### src/rtl/sync_fifo_mem.sv
// Single-clock FIFO over a simple dual-port memory.
// Tracks occupancy, threshold flags and sticky overflow/underflow status.
module sync_fifo_mem #(
  parameter int DATA_W    = 8,
  parameter int ADDR_W    = 8,
  parameter int AFULL_TH  = 2**ADDR_W - 2,
  parameter int AEMPTY_TH = 2
) (
  input  logic              clk,
  input  logic              rst,
  input  logic              wr_en,
  input  logic [DATA_W-1:0] wr_data,
  input  logic              rd_en,
  output logic [DATA_W-1:0] rd_data,
  output logic              rd_valid,
  output logic              full,
  output logic              empty,
  output logic              almost_full,
  output logic              almost_empty,
  output logic [ADDR_W:0]   count,
  output logic              overflow,
  output logic              underflow,
  input  logic              err_clr
);

  localparam int DEPTH = 2**ADDR_W;
  localparam logic [ADDR_W:0] DEPTH_C = (ADDR_W+1)'(DEPTH);
  localparam logic [ADDR_W:0] AF_C    = (ADDR_W+1)'(AFULL_TH);
  localparam logic [ADDR_W:0] AE_C    = (ADDR_W+1)'(AEMPTY_TH);

  logic [DATA_W-1:0] mem [DEPTH];
  logic [ADDR_W-1:0] wr_ptr;
  logic [ADDR_W-1:0] rd_ptr;
  logic              rd_acc;
  logic              wr_acc;
  logic              ovf_evt;
  logic              udf_evt;

  assign full         = (count == DEPTH_C);
  assign empty        = (count == '0);
  assign almost_full  = (count >= AF_C);
  assign almost_empty = (count <= AE_C);

  // A read frees a slot this edge, so a write at full still fits.
  assign rd_acc  = rd_en && !empty;
  assign wr_acc  = wr_en && (!full || rd_acc);
  assign ovf_evt = wr_en && full && !rd_acc;
  assign udf_evt = rd_en && empty;

  always_ff @(posedge clk) begin
    if (wr_acc) mem[wr_ptr] <= wr_data;
  end

  always_ff @(posedge clk or posedge rst) begin
    if (rst) begin
      wr_ptr   <= '0;
      rd_ptr   <= '0;
      count    <= '0;
      rd_data  <= '0;
      rd_valid <= 1'b0;
    end else begin
      rd_valid <= rd_acc;
      if (wr_acc) wr_ptr <= wr_ptr + 1'b1;
      if (rd_acc) begin
        rd_ptr  <= rd_ptr + 1'b1;
        rd_data <= mem[rd_ptr];
      end
      unique case ({wr_acc, rd_acc})
        2'b10:   count <= count + 1'b1;
        2'b01:   count <= count - 1'b1;
        default: count <= count;
      endcase
    end
  end

  // Set wins over clear when both happen in one cycle.
  always_ff @(posedge clk or posedge rst) begin
    if (rst) begin
      overflow  <= 1'b0;
      underflow <= 1'b0;
    end else begin
      if (ovf_evt)      overflow <= 1'b1;
      else if (err_clr) overflow <= 1'b0;
      if (udf_evt)      underflow <= 1'b1;
      else if (err_clr) underflow <= 1'b0;
    end
  end

endmodule
### config.mk
export PLATFORM = sky130hd
export DESIGN_NAME = sync_fifo_mem
export DESIGN_NICKNAME = d
export VERILOG_FILES = /design/src/rtl/sync_fifo_mem.sv
export SDC_FILE = /design/constraint.sdc
export NUM_CORES = 2
export LEC_CHECK = 0
export CAP_MARGIN = 5
export CORE_ASPECT_RATIO = 0.9
export CORE_MARGIN = 1
export CORE_UTILIZATION = 65
export DETAILED_ROUTE_END_ITERATION = 6
export PLACE_DENSITY = 0.81
export RECOVER_POWER = 25
export SKIP_LAST_GASP = 1
export SYNTH_ARGS = -nofsm -noshare
export SYNTH_HDL_FRONTEND = slang
export SYNTH_SLANG_ARGS = --single-unit
### constraint.sdc
create_clock -name clk -period 6.4 [get_ports clk]
set_input_delay 1.28 -clock clk [delete_from_list [all_inputs] [get_ports clk]]
set_output_delay 1.28 -clock clk [all_outputs]
set_load 0.005 [all_outputs]
==> out/results.txt <==
outcome: complete, but fails checks
failing checks: DRC, capacitance limit, slew limit
register area share after synthesis: 76.31%
max-slew violation count: 582
Worst Tran Pin Value: 5.348 ns
DRC viols: 8
syn nets: 3,948
routability congestion estimate: 0.9576
DR vias: 43.01k
RSZ-0062 raised after global routing: no
Leak: 28.20 nW
Post-Syn Instances: 3,922
GRT Util Overall: 35.60%
r2r startpoint: rd_ptr[2]
core area: 0.1248 mm²
FILL cells: 6,708
Die X: 375.9 µm
share of layout cells above drive strength 1: 20.90%
hold path startpoint: overflow
final instance area: 0.08971 mm²
worst-path fanout max: 84
FP Rows: 123
Fmax: 182.7 MHz
HPWL after DPL: 126,300 µm
Detailed Route Iter0 Violations: 7,416
maxcap violations: 7
DP Worst Slack: 1.405 ns
Post-CTS Hold Buffers: 0
Power Density: 425.0 mW/mm²
Final ANT Viol Nets: 0
WHS: 0.4913 ns
I/O pins: 37
critical path arrival: 5.94 ns
# resized after CTS: 0
wire per inst: 38.03 µm
fin crit share: 85.51%
crit-path cells: clkbuf_1 > buf_4
Post-DP Area: 0.08368 mm²
PortBufs: 36
first-pass GRT wire length: 316,200 µm
largest net degree at the start of global routing: 174
# setup viols final: 0
met3 usage: 11.92%
Peak supply drop: 0.0003855 V
Non-Filler Instances: 5,841
Netlist cell types: 75
area of the mapped netlist: 0.08177 mm²
Rel. slew slack: -256.5%
max incr delay on CP: 3.37 ns
Syn Area/Cell: 20.85 µm²
nets@finish: 4,029
register area: 0.06242 mm²
final worst slack: 0.9274 ns
Setup crit end kind: flip-flop
CTS Root Cell: clkbuf_16
Top FF cell, synth: edfxtp_1
area of the multi-input gates: 0.01787 mm²
total global routing overflow: 0
Crit path required time: 6.87 ns
Synth Register Bits: 2,084
clock slew seen by the registers of the worst setup and hold paths: 0.06 ns
Fin. Hold Viols: 0
Die Ht: 338.5 µm
area grow syn2layout: 9.710%
initial antenna violation count: 1
clk_skew: 0.05083 ns
setup TNS: 0 ns
post-CTS setup buffers: 0
Vias/cell: 7.363
Syn. warnings: 0
Max clock buf depth: 3
crit path buf inv count: 2
TritonCTS buffer count: 188
vias in the first global route: 42.79k
overall power: 38.13 mW
crit-path leading delay family: buffers and inverters
global routing usage on met1: 49.54%
CTS tree: yes
crit path launch type: input pin
Util after Layout: 71.88%
die area: 0.1272 mm²
clock latency on the worst-skew pair: 0.84 ns
Final Critical Period: 5.473 ns
WL final: 222,100 µm
worst setup path start: wr_data[5]
H-Tree Depth: 4
critical path class: input pin to flip-flop
GRT busiest layer: met2
asr flop ratio synth: 1.727%
number of synthesized flops with an enable pin: 2,048
Detailed Routing Iterations Pass 1: 7
Tightest Hold Check Type: flip-flop to flip-flop
slowest CP cell: clkbuf_1
Inst Count DP: 5,500
Starting Density: 65.52%
clk sinks: 2,084
GR Util met2: 51.42%
==> synthesized netlist by cell type, drive strengths merged (9+ instances only) <==
master  instances  share of area, %
a22oi          37              0.34
ha             12              0.18
inv            15             0.069
a221oi         23              0.25
dfrtp          36               1.1
nor2          319               1.5
o21ai          38              0.23
and2           10             0.077
a21oi          62              0.38
nand3          28              0.17
mux4          472                13
or2             9             0.069
a31oi          14              0.11
o211ai          9             0.083
o22ai          29              0.22
clkbuf         80              0.38
buf           147               1.4
nand2         124              0.57
nor3           13             0.080
o221ai         17              0.18
nor2b          13             0.099
a21o            9             0.083
edfxtp       2048                75
a211oi         15              0.14
mux2           22              0.30
mux2i         201               2.5
xnor2          18              0.19
==> layout make-up <==
type,count,area share (%)
multi-input cells,1596,19.92
well taps,1687,2.353
inverters,15,0.06555
repair buffers,118,1.300
clock buffers,222,5.481
clock inverters,118,1.305
diodes,1,0.002789
flip-flops and latches,2084,69.57
==> path summary, 6_finish.rpt <==
| kind | cells after the start | slack [ns] | endpoint |
|---|---|---|---|
| min in group asynchronous | 3 | 1.77 | count[1] |
| setup reg to reg | 8 | 1.80 | rd_data[5] |
| max in group asynchronous | 3 | 2.91 | rd_ptr[1] |
| hold / removal | 1 | 0.49 | overflow |
| setup / recovery | 2 | 0.93 | mem[124][5] |
| hold reg to reg | 1 | 0.49 | overflow |
==> registers in the layout (all words and copies together), names as in the netlist <==
name and cells:
underflow 1, rd_valid 1, count 9, mem 2048, wr_ptr 8, rd_data 8, rd_ptr 8, overflow 1
==> cells in the final DEF, fill, tap and decap left out, drive strengths merged, types with 9 or more instances in the layout <==
cell type	instances
clkinv	83
mux2i	201
o211ai	9
buf	80
xnor2	18
o221ai	17
nor2b	13
clkbuf	230
nand2	124
bufinv	19
nor3	13
nand3	28
a221oi	23
ha	12
and2	10
mux4	472
a31oi	14
nor2	319
o22ai	29
a22oi	37
a211oi	15
clkdlybuf4s50	27
dfrtp	36
edfxtp	2048
or2	9
inv	24
mux2	22
a21oi	62
a21o	9
o21ai	38
==> layer usage <==
metal	share of wire (%)	wire length, µm	up-vias
met4	5.8	12880	2
met3	16	34790	758
met2	45	99130	4198
met1	34	75300	21720
li1	-	-	16330
met5	0.0059	13	-
==> cells by family (layout without fill, tap and decap cells) <==
| group | Yosys count | count (layout) | synth area share, % |
|---|---|---|---|
| other | 0 | 1 | 0 |
| xor gates and xnor gates | 21 | 21 | 0.2249 |
| adders and majority gates | 13 | 13 | 0.2081 |
| muxes | 695 | 695 | 15.80 |
| and+or+nand+nor | 553 | 553 | 2.843 |
| AOI/OAI and AO/OA | 314 | 314 | 2.748 |
| DFF | 2084 | 2084 | 76.31 |
| buffers and inverters | 242 | 473 | 1.868 |
==> worst reg2reg max path, stage by stage, from the launching register on <==
cell	delay [ns]
dfrtp_4	1.06
nor2b_2	1.00
buf_4	0.54
a221oi_1	0.25
a21o_1	0.20
a222oi_1	0.37
nor2_1	0.11
o41ai_2	0.75
o22ai_1	0.19
==> power breakdown <==
part | internal, mW | leakage [nW] | switching, mW
Sequential | 15.2 | 18.8 | 0.561
Clock | 6.28 | 2.97 | 5.04
Combinational | 4.34 | 6.39 | 6.67
Total | 25.8 | 28.2 | 12.3
Note: power is estimated with default switching activity, not from simulation.
